--- config.mk ---
export PLATFORM = sky130hd
export DESIGN_NAME = regfile_write_ctrl_flat
export DESIGN_NICKNAME = d
export VERILOG_FILES = /design/src/rtl/regfile_write_ctrl_if.sv /design/src/rtl/regfile_write_ctrl.sv /design/src/flat_wrapper.sv
export SDC_FILE = /design/constraint.sdc
export NUM_CORES = 1
export LEC_CHECK = 0
export CORE_ASPECT_RATIO = 0.8
export CORE_MARGIN = 4
export CORE_UTILIZATION = 50
export CTS_CLUSTER_SIZE = 10
export DETAILED_ROUTE_END_ITERATION = 6
export HOLD_SLACK_MARGIN = 0.15
export PLACE_DENSITY = 0.72
export SKIP_CTS_REPAIR_TIMING = 1
export SLEW_MARGIN = 20
export SYNTH_ARGS = -nofsm -noshare
export SYNTH_HDL_FRONTEND = slang
export SYNTH_SLANG_ARGS = --single-unit
--- constraint.sdc ---
create_clock -name clk -period 3.05 [get_ports clk]
set_input_delay 0.4575 -clock clk [delete_from_list [all_inputs] [get_ports clk]]
set_output_delay 0.4575 -clock clk [all_outputs]
set_load 0.02 [all_outputs]
--- src/rtl/regfile_write_ctrl_if.sv ---
// Write-request and init handshake between writeback logic and
// the register-file write controller.
//   master: wr_valid/wr_addr/wr_data/init_req out, wr_ready/init_busy in
//   slave : mirror of master
interface regfile_write_ctrl_if #(
  parameter int AW = 4,
  parameter int DW = 16
);
  logic          wr_valid;
  logic          wr_ready;
  logic [AW-1:0] wr_addr;
  logic [DW-1:0] wr_data;
  logic          init_req;
  logic          init_busy;

  modport master (
    output wr_valid,
    output wr_addr,
    output wr_data,
    output init_req,
    input  wr_ready,
    input  init_busy
  );

  modport slave (
    input  wr_valid,
    input  wr_addr,
    input  wr_data,
    input  init_req,
    output wr_ready,
    output init_busy
  );
endinterface

--- src/rtl/regfile_write_ctrl.sv ---
// Register-file write controller: FIFO-buffered writes issued one
// per cycle on (C, Caddr, load), plus an init sweep zeroing 0..2**AW-1.
// Ports: clk, clear_n (async active-low), wr (slave handshake:
//   wr_valid/wr_ready/wr_addr/wr_data/init_req/init_busy),
//   C/Caddr/load (register-file write port, all registered).
// Option: REGFILE_ZERO_R0_EN drops accepted writes to address 0.
module regfile_write_ctrl #(
  parameter int DEPTH = 4,
  parameter int AW    = 4,
  parameter int DW    = 16
) (
  input  logic                 clk,
  input  logic                 clear_n,
  regfile_write_ctrl_if.slave  wr,
  output logic [DW-1:0]        C,
  output logic [AW-1:0]        Caddr,
  output logic                 load
);

  localparam int PW = (DEPTH > 1) ? $clog2(DEPTH) : 1;
  localparam int CW = PW + 1;

  typedef enum logic [1:0] {
    S_IDLE,
    S_FLUSH,
    S_INIT
  } state_e;

  state_e        state_q, state_d;
  logic [AW-1:0] addr_mem [DEPTH];
  logic [DW-1:0] data_mem [DEPTH];
  logic [PW-1:0] wptr_q;
  logic [PW-1:0] rptr_q;
  logic [CW-1:0] cnt_q, cnt_d;
  logic [AW-1:0] swp_q;
  logic          load_q;
  logic [DW-1:0] c_q;
  logic [AW-1:0] caddr_q;
  logic          rdy_q, rdy_d;
  logic          busy_q;

  logic accept;
  logic push;
  logic pop;
  logic swp_last;

  assign accept = wr.wr_valid & rdy_q;

`ifdef REGFILE_ZERO_R0_EN
  // r0 is hard-wired zero: handshake completes, entry discarded
  assign push = accept & (wr.wr_addr != '0);
`else
  assign push = accept;
`endif

  assign pop      = (state_q != S_INIT) & (cnt_q != '0);
  assign swp_last = (swp_q == {AW{1'b1}});

  always_comb begin
    cnt_d   = cnt_q + CW'(push) - CW'(pop);
    state_d = state_q;
    unique case (state_q)
      S_IDLE:  if (wr.init_req) state_d = S_FLUSH;
      S_FLUSH: if (cnt_q == '0) state_d = S_INIT;
      S_INIT:  if (swp_last) state_d = S_IDLE;
      default: state_d = S_IDLE;
    endcase
    // ready reflects next-cycle state and fill, so it never
    // admits a push into a full FIFO even with a pop pending
    rdy_d = (state_d == S_IDLE) & (cnt_d != CW'(DEPTH));
  end

  always_ff @(posedge clk) begin
    if (push) begin
      addr_mem[wptr_q] <= wr.wr_addr;
      data_mem[wptr_q] <= wr.wr_data;
    end
  end

  always_ff @(posedge clk or negedge clear_n) begin
    if (!clear_n) begin
      state_q <= S_IDLE;
      wptr_q  <= '0;
      rptr_q  <= '0;
      cnt_q   <= '0;
      swp_q   <= '0;
      load_q  <= 1'b0;
      c_q     <= '0;
      caddr_q <= '0;
      rdy_q   <= 1'b0;
      busy_q  <= 1'b0;
    end else begin
      state_q <= state_d;
      cnt_q   <= cnt_d;
      rdy_q   <= rdy_d;
      busy_q  <= (state_d != S_IDLE);
      if (push) wptr_q <= wptr_q + 1'b1;
      if (pop)  rptr_q <= rptr_q + 1'b1;
      if (state_q == S_FLUSH) swp_q <= '0;
      if (pop) begin
        load_q  <= 1'b1;
        c_q     <= data_mem[rptr_q];
        caddr_q <= addr_mem[rptr_q];
      end else if (state_q == S_INIT) begin
        load_q  <= 1'b1;
        c_q     <= '0;
        caddr_q <= swp_q;
        swp_q   <= swp_q + 1'b1;
      end else begin
        load_q  <= 1'b0;
      end
    end
  end

  assign C            = c_q;
  assign Caddr        = caddr_q;
  assign load         = load_q;
  assign wr.wr_ready  = rdy_q;
  assign wr.init_busy = busy_q;

endmodule

--- src/flat_wrapper.sv ---
// flat-port wrapper written by rule: the top's interface ports become plain ports
module regfile_write_ctrl_flat 
#(
  parameter int DEPTH = 4,
  parameter int AW    = 4,
  parameter int DW    = 16
)
  (clk, clear_n, C, Caddr, load, wr_wr_valid, wr_wr_addr, wr_wr_data, wr_init_req, wr_wr_ready, wr_init_busy);
  regfile_write_ctrl_if #(.AW(AW), .DW(DW)) wr_i ();
  input  logic clk;
  input  logic clear_n;
  output logic [DW-1:0] C;
  output logic [AW-1:0] Caddr;
  output logic load;
  input wire logic [$bits(wr_i.wr_valid)-1:0] wr_wr_valid;
  input wire logic [$bits(wr_i.wr_addr)-1:0] wr_wr_addr;
  input wire logic [$bits(wr_i.wr_data)-1:0] wr_wr_data;
  input wire logic [$bits(wr_i.init_req)-1:0] wr_init_req;
  output wire logic [$bits(wr_i.wr_ready)-1:0] wr_wr_ready;
  output wire logic [$bits(wr_i.init_busy)-1:0] wr_init_busy;
  assign wr_i.wr_valid = wr_wr_valid;
  assign wr_i.wr_addr = wr_wr_addr;
  assign wr_i.wr_data = wr_wr_data;
  assign wr_i.init_req = wr_init_req;
  assign wr_wr_ready = wr_i.wr_ready;
  assign wr_init_busy = wr_i.init_busy;
  regfile_write_ctrl #(.DEPTH(DEPTH), .AW(AW), .DW(DW)) u_core (.clk(clk), .clear_n(clear_n), .wr(wr_i), .C(C), .Caddr(Caddr), .load(load));
endmodule
==> summary.md, run 1 <==
| Metric | Value |
|---|---|
| R2r setup slk | 0.52 ns |
| All-Layer GR Usage | 18.5% |
| PwrDens | 1020 mW/mm^2 |
| CTS tree | yes |
| Fill cells | approximately 600 |
| Synth area leaders | edfxtp_1, dfrtp_1, mux4_2 |
| DIE WIDTH | between 100 and 150 um |
| Least-Margin Pin Slew | ~1 ns |
| Clk slew on worst S/H paths | roughly 0.050 ns |
| Clock Skew | 0.00705 ns |
| Register Area | 0.00330 mm^2 |
| DR vias | roughly 2400 |
| Gr ovfl total | 0 |
| RSZ-0062 raised after global routing | no |
| Top cell type's share of synthesized area | ~54% |
| Worst-path cell chain | nand2b_1, nand2_1, o21ai_0, ha_1, inv_1, fa_1, xnor2_1, xnor2_1, a31oi_1 |
| Drt drc | 0 |
| Number of CTS-inserted buffers | 17 |
| Max Slew Vio Count | 0 |
| Vias in the first global route | ~2600 |
| Post-Synthesis Cells | around 240 |
| FF+latch count, synth | about 120 |
| Critical path required time | between 3 and 4 ns |
| Wire per inst | around 20 um |
| Antenna diodes | 0 |
| DR vias/cell | 5.60 |
| Longest Clk Path Bufs | 2 |
| Port Buf Inserts | 46 |
| Period utilisation layout | between 80% and 90% |
| Most used cell, CP | xnor2_1 |
| Clk root buf | clkbuf_8 |
| Initial Util | 52.2% |
| Avg Cell Area, Syn | between 15 and 20 um^2 |
| CP Class | flop to flop |
| Routability congestion estimate | slightly below 0.8 |
| First-pass GRT wire length | approximately 14000 um |
| Post-route ant nets | 0 |
| Number of hold violations in the final report | 0 |
| Slowest stage delay, CP | around 0.56 ns |
| Largest net degree at the start of global routing | 37 |
| Worst rel slew slack | a little under a third |
| Status | finished, final reports clean |
| Area Overhead vs Synth | 23.9% |
| Worst Hold Class | flop to flop |
| Ys Warns | 0 |
| Startpoint types | flop |
| Seq/Total Area, Yosys | around three quarters |
| Multi-input gate area | 0.00106 mm^2 |
| Clock Sink Count | 116 |
| Post-route minimum period | between 2 and 3 ns |
| Setup tns final | 0 ns |
| # rows | 30 |
| HPWL Detailed | 5510 um |
| Max cap viols | 0 |
| Setup WS post-layout | approximately 0.52 ns |
| Die Y | a little over 90 um |
| Peak VDD IR | about 0.00054 V |
| Worst-Skew Late Latency | between 0.5 and 0.6 ns |
| Final setup viols | 0 |
| Final nets | 337 |
| Initial antenna violation count | 0 |
| TritonRoute pass-1 iters | 5 |
| Leak | between 2 and 2.5 nW |
| CP endpoint kind | flop |
| Dominant cell type by area after synthesis | edfxtp_1 |
| Die Area | roughly 0.011 mm^2 |
| First DRT Iteration DRCs | between 150 and 200 |
| Cell variety after synth | 34 |
| CORE AREA | about 0.0086 mm^2 |
| Syn Nets | around 270 |
| Top Ports | 47 |
| Worst Path Max Fanout | 14 |
| Mapped cell area | 0.00448 mm^2 |
| H-Tree Depth | 4 |
| Dpl ws | 0.578 ns |
| Critical path's slowest cell | dfrtp_1 |
| CP arrival | roughly 2.9 ns |
| Fmax | between 0.3 and 0.4 GHz |
| Share of layout cells above drive strength 1 | approximately 17% |
| DRT Wirelength | about 9000 um |
[kinds of logic (layout without fill, tap and decap cells)]
family	after synthesis	after routing	share of synthesized area (%)
buffers and inverters	20	97	2.65
AND/OR/NAND/NOR	35	35	4.44
AO/OA/AOI/OAI	37	37	5.67
flip-flops	116	116	73.7
adder cells (fa/ha/maj)	7	7	2.12
multiplexers	21	21	10.3
XOR/XNOR	6	6	1.17
[metrics by stage]
stage / total power (W) / hold slack (ns) / std cells / instance area, um^2 / utilization, %
finish: 0.00565 / 0.505 / 431 / 5550 / 64.6
global route: 0.00593 / 0.525 / 431 / 5550 / 64.6
CTS: 0.00570 / 0.0769 / 430 / 5540 / 64.5
global placement: 0.00398 / 0.486 / 398 / 5060 / 58.9
floorplan: 0.00341 / 0.162 / 242 / 4480 / -
detailed placement: 0.00406 / 0.495 / 398 / 5060 / 58.9
[cells in the final DEF, fill, tap and decap left out, types with 7 or more instances in the layout]
| cell type | instances |
|---|---|
| a21oi_1 | 10 |
| a22o_1 | 16 |
| buf_4 | 9 |
| clkbuf_1 | 13 |
| clkbuf_16 | 16 |
| clkdlybuf4s50_1 | 45 |
| dfrtp_1 | 36 |
| edfxtp_1 | 80 |
| inv_1 | 8 |
| mux4_2 | 20 |
| nand2_1 | 9 |
| nand3_1 | 7 |
| o21ai_0 | 7 |
[flip-flops by register name, indices dropped and copies added, names as in the netlist, 2 cells and up]
name and flops:
u_core.data_mem 64, u_core.C 16, u_core.addr_mem 16, u_core.Caddr 4, u_core.swp_q 4, u_core.cnt_q 3
u_core.rptr_q 2, u_core.state_q 2, u_core.wptr_q 2
[layout make-up]
| type | count | area share (%) |
|---|---|---|
| sequential | 116 | 59.5 |
| multi-input combinational | 106 | 19.1 |
| timing repair buffer | 56 | 9.60 |
| clock buffer | 31 | 8.58 |
| tap | 112 | 2.52 |
| inverter | 9 | 0.608 |
| clock inverter | 1 | 0.0901 |
[final timing paths]
path                                           end               from  cells after the start
worst max-delay path            u_core.wr.wr_ready  u_core.state_q[0]                      9
worst min-delay path                   u_core.C[4]        u_core.C[4]                      1
worst max register to register  u_core.wr.wr_ready  u_core.state_q[0]                      9
worst min register to register         u_core.C[4]        u_core.C[4]                      1
max in group asynchronous          u_core.cnt_q[1]            clear_n                      2
min in group asynchronous              u_core.C[6]            clear_n                      2
[per-layer routing]
layer / share of wire, % / routed length, um / vias to the layer above / global-route usage (%)
li1: - / - / 1079 / -
met1: 43 / 3770 / 1231 / 23.1
met2: 50 / 4380 / 87 / 29.5
met3: 5.8 / 507 / 17 / 6.73
met4: 1.8 / 156 / 0 / 7.22
met5: 0 / 0 / - / 0
[cells in the mapped netlist, drive strengths merged]
library cell and count:
edfxtp 80, o21bai 1, nor3b 1, fa 1, o21ai 8, nand4 1, a22o 16, nor2 7
nand3 7, nand2b 1, inv 9, mux4 20, and3 5, ha 6, a31oi 1, a32o 1
or3 1, nor2b 1, nor3 1, nand2 9, buf 7, xnor2 6, or2 1, a21oi 10
clkbuf 4, mux2i 1, dfrtp 36
[report_power, final]
group / switching (W) / internal, W / total, W
Combinational: 0.000835 / 0.000885 / 0.00172
Sequential: 0.000299 / 0.00201 / 0.00231
Clock: 0.000611 / 0.00102 / 0.00163
Total: 0.00175 / 0.00391 / 0.00565
[critical path, delay by kind of cell, from the launching register on]
family                     cells  cell delay (ns)
adders and majority gates      2             0.58
DFF                            1             0.56
and+or+nand+nor                2             0.48
AOI/OAI and AO/OA              2             0.47
xor gates and xnor gates       2             0.29
buffers and inverters          1             0.06
(Power assumes the default switching activity.)
==> run 2, diff against run 1 <==
==> constraint.sdc (replaced) <==
create_clock -name clk -period 2.5 [get_ports clk]
set_input_delay 0.375 -clock clk [delete_from_list [all_inputs] [get_ports clk]]
set_output_delay 0.375 -clock clk [all_outputs]
set_load 0.02 [all_outputs]
==> run 2 against run 1 <==
  * Die area did not move
  * Global-route usage fell by 1.5 points
  * Non-clock buffer count rose by 3
  * Via count fell by 3.1%
  * Sequential power rose by 17%
  * First-iteration DRC count fell by 2.5%
  * Hold slack got worse by 0.0011 ns
  * Register-to-register slack got worse by 0.26 ns
  * Cell count rose by 0.70%
  * Combinational power rose by 23%
  * Final area rose by 2.3%
  * Largest cell class unchanged
==> summary.md, run 2 (synthesis results as in run 1) <==
| Metric | Value |
|---|---|
| Status | finished, final reports clean (unchanged) |
| Drt drc | 0 (unchanged) |
| Multi-input gate area | 0.00106 mm^2 (unchanged) |
| First-pass GRT wire length | 13000 um (was 14000 um) |
| Vias in the first global route | 2437 (was 2586) |
| Setup tns final | 0 ns (unchanged) |
| Startpoint types | flop (unchanged) |
| Worst Hold Class | flop to flop (unchanged) |
| Number of flip-flops under the largest register name | 64 (unchanged) |
| Initial Util | 52.2% (unchanged) |
| CORE AREA | 0.00860 mm^2 (unchanged) |
| CTS tree | yes (unchanged) |
| Max cap viols | 0 (unchanged) |
| DR vias/cell | 5.39 (was 5.60) |
| Antenna diodes | 0 (unchanged) |
| Worst-Skew Late Latency | 0.50 ns (was 0.51 ns) |
| Top Ports | 47 (unchanged) |
| Max Slew Vio Count | 0 (unchanged) |
| Worst reg2reg path depth | 9 (unchanged) |
| Reg2reg end | u_core.wr.wr_ready (unchanged) |
| Leak | 2.13 nW (was 2.06 nW) |
| RSZ-0062 raised after global routing | no (unchanged) |
| Clock Sink Count | 116 (unchanged) |
| CP Class | flop to flop (unchanged) |
| Share of layout cells above drive strength 1 | 21.4% (was 16.9%) |
| Post-route ant nets | 0 (unchanged) |
| Hold depth | 1 (unchanged) |
| HPWL Detailed | 5220 um (was 5510 um) |
| Wire per inst | 18.7 um (was 20.4 um) |
| Number of CTS-inserted buffers | 17 (unchanged) |
| Largest net degree at the start of global routing | 37 (unchanged) |
| First DRT Iteration DRCs | 156 (was 160) |
| Final Total Pwr | 0.00719 W (was 0.00565 W) |
| Port Buf Inserts | 46 (unchanged) |
| Initial antenna violation count | 0 (unchanged) |
| Top reg by flops | u_core.data_mem (unchanged) |
| Fmax | 0.448 GHz (was 0.396 GHz) |
| CP arrival | 2.61 ns (was 2.94 ns) |
| Final Util | 66.1% (was 64.6%) |
| CP endpoint kind | flop (unchanged) |
| DIE WIDTH | 114 um (unchanged) |
| Longest Clk Path Bufs | 2 (unchanged) |
| Die Area | 0.0106 mm^2 (unchanged) |
| Post-route minimum period | 2.23 ns (was 2.53 ns) |
| Final setup viols | 0 (unchanged) |
| Worst rel slew slack | 45.0% (was 31.3%) |
| Fill cells | 584 (was 603) |
| # rows | 30 (unchanged) |
| DR vias | 2339 (was 2414) |
| Worst Path Max Fanout | 11 (was 14) |
| Commonest non-fill, non-tap cell in the layout | edfxtp_1 (unchanged) |
| Peak VDD IR | 0.000793 V (was 0.000539 V) |
| Clk root buf | clkbuf_8 (unchanged) |
| Commonest non-fill, non-tap cells in the layout | edfxtp_1, clkdlybuf4s50_1, dfrtp_1 (unchanged) |
| Area Overhead vs Synth | 26.8% (was 23.9%) |
| Gr ovfl total | 0 (unchanged) |
| Die Y | 92.7 um (unchanged) |
| Period utilisation layout | 89.3% (was 82.9%) |
| Clk slew on worst S/H paths | 0.06 ns (was 0.05 ns) |
| Routability congestion estimate | 0.767 (was 0.773) |
| PwrDens | 1270 mW/mm^2 (was 1020 mW/mm^2) |
| Final nets | 340 (was 337) |
| Worst Hold Endpoint | u_core.C[4] (unchanged) |
| All-Layer GR Usage | 17.0% (was 18.5%) |
| Register Area | 0.00330 mm^2 (unchanged) |
| Worst r2r src | u_core.state_q[1] (was u_core.state_q[0]) |
| H-Tree Depth | 4 (unchanged) |
| Worst setup startpoint | u_core.state_q[1] (was u_core.state_q[0]) |
| Number of hold violations in the final report | 0 (unchanged) |
| R2r setup slk | 0.27 ns (was 0.52 ns) |
| Least-Margin Pin Slew | 0.825 ns (was 1.03 ns) |
| Hold path startpoint | u_core.C[4] (unchanged) |
| Clock Skew | 0.00960 ns (was 0.00705 ns) |
| DRT Wirelength | 8100 um (was 8810 um) |
| TritonRoute pass-1 iters | 4 (was 5) |
| Critical path required time | 2.88 ns (was 3.47 ns) |
[run 2: cell types whose count changed in the layout (fill, tap and decap cells not counted)]
cell	before	now
buf_4	9	12
bufinv_16	0	3
clkbuf_1	13	1
clkinv_2	1	4
clkinv_4	0	1
clkinvlp_4	0	4
inv_6	0	1
[run 2: worst max-delay path: stages (launching register included)]
cell and delay [ns]:
dfrtp_1 0.50, nand2b_1 0.27, nand2_1 0.15, o21ai_0 0.17
ha_1 0.16, inv_1 0.05, fa_1 0.37, xnor2_1 0.18
xnor2_1 0.16, a31oi_1 0.11
[run 2: power by group]
part	switching (W)	total (W)	internal (W)
clock	0.000814	0.00235	0.00154
sequential	0.000267	0.00271	0.00245
combinational	0.00104	0.00212	0.00108
[run 2: metrics by stage]
stage	worst slack (ns)	area (um^2)	hold slack [ns]	instances
after global routing	0.0294	5680	0.494	434
final	0.267	5680	0.504	434
after detailed placement	0.216	5080	0.493	401
after global placement	0.286	5080	0.487	401
after CTS	0.248	5670	-0.0325	433
after floorplan	0.457	4480	0.0794	242
[run 2: per-layer routing]
metal	track usage, %	part of all wire (%)
met4	7.72	0.93
met1	23.5	46
met5	0	0
met2	24.8	48
met3	5.29	4.7
[run 2: final cells by class]
| type | count | area share [%] |
|---|---|---|
| clock buffers | 19 | 7.60 |
| clock inverters | 13 | 2.77 |
| well taps | 112 | 2.47 |
| repair buffers | 59 | 9.78 |
| flip-flops and latches | 116 | 58.1 |
| inverters | 9 | 0.594 |
| multi-input cells | 106 | 18.7 |
[run 2: worst max-delay path by stage]
stage | endpoint | cells past startpoint
2_1_floorplan | u_core.wr.wr_ready | 10
3_3_place_gp | u_core.wr.wr_ready | 9
3_5_place_dp | u_core.wr.wr_ready | 9
4_1_cts | u_core.wr.wr_ready | 9
5_1_grt | u_core.wr.wr_ready | 9
6_report | u_core.wr.wr_ready | 9
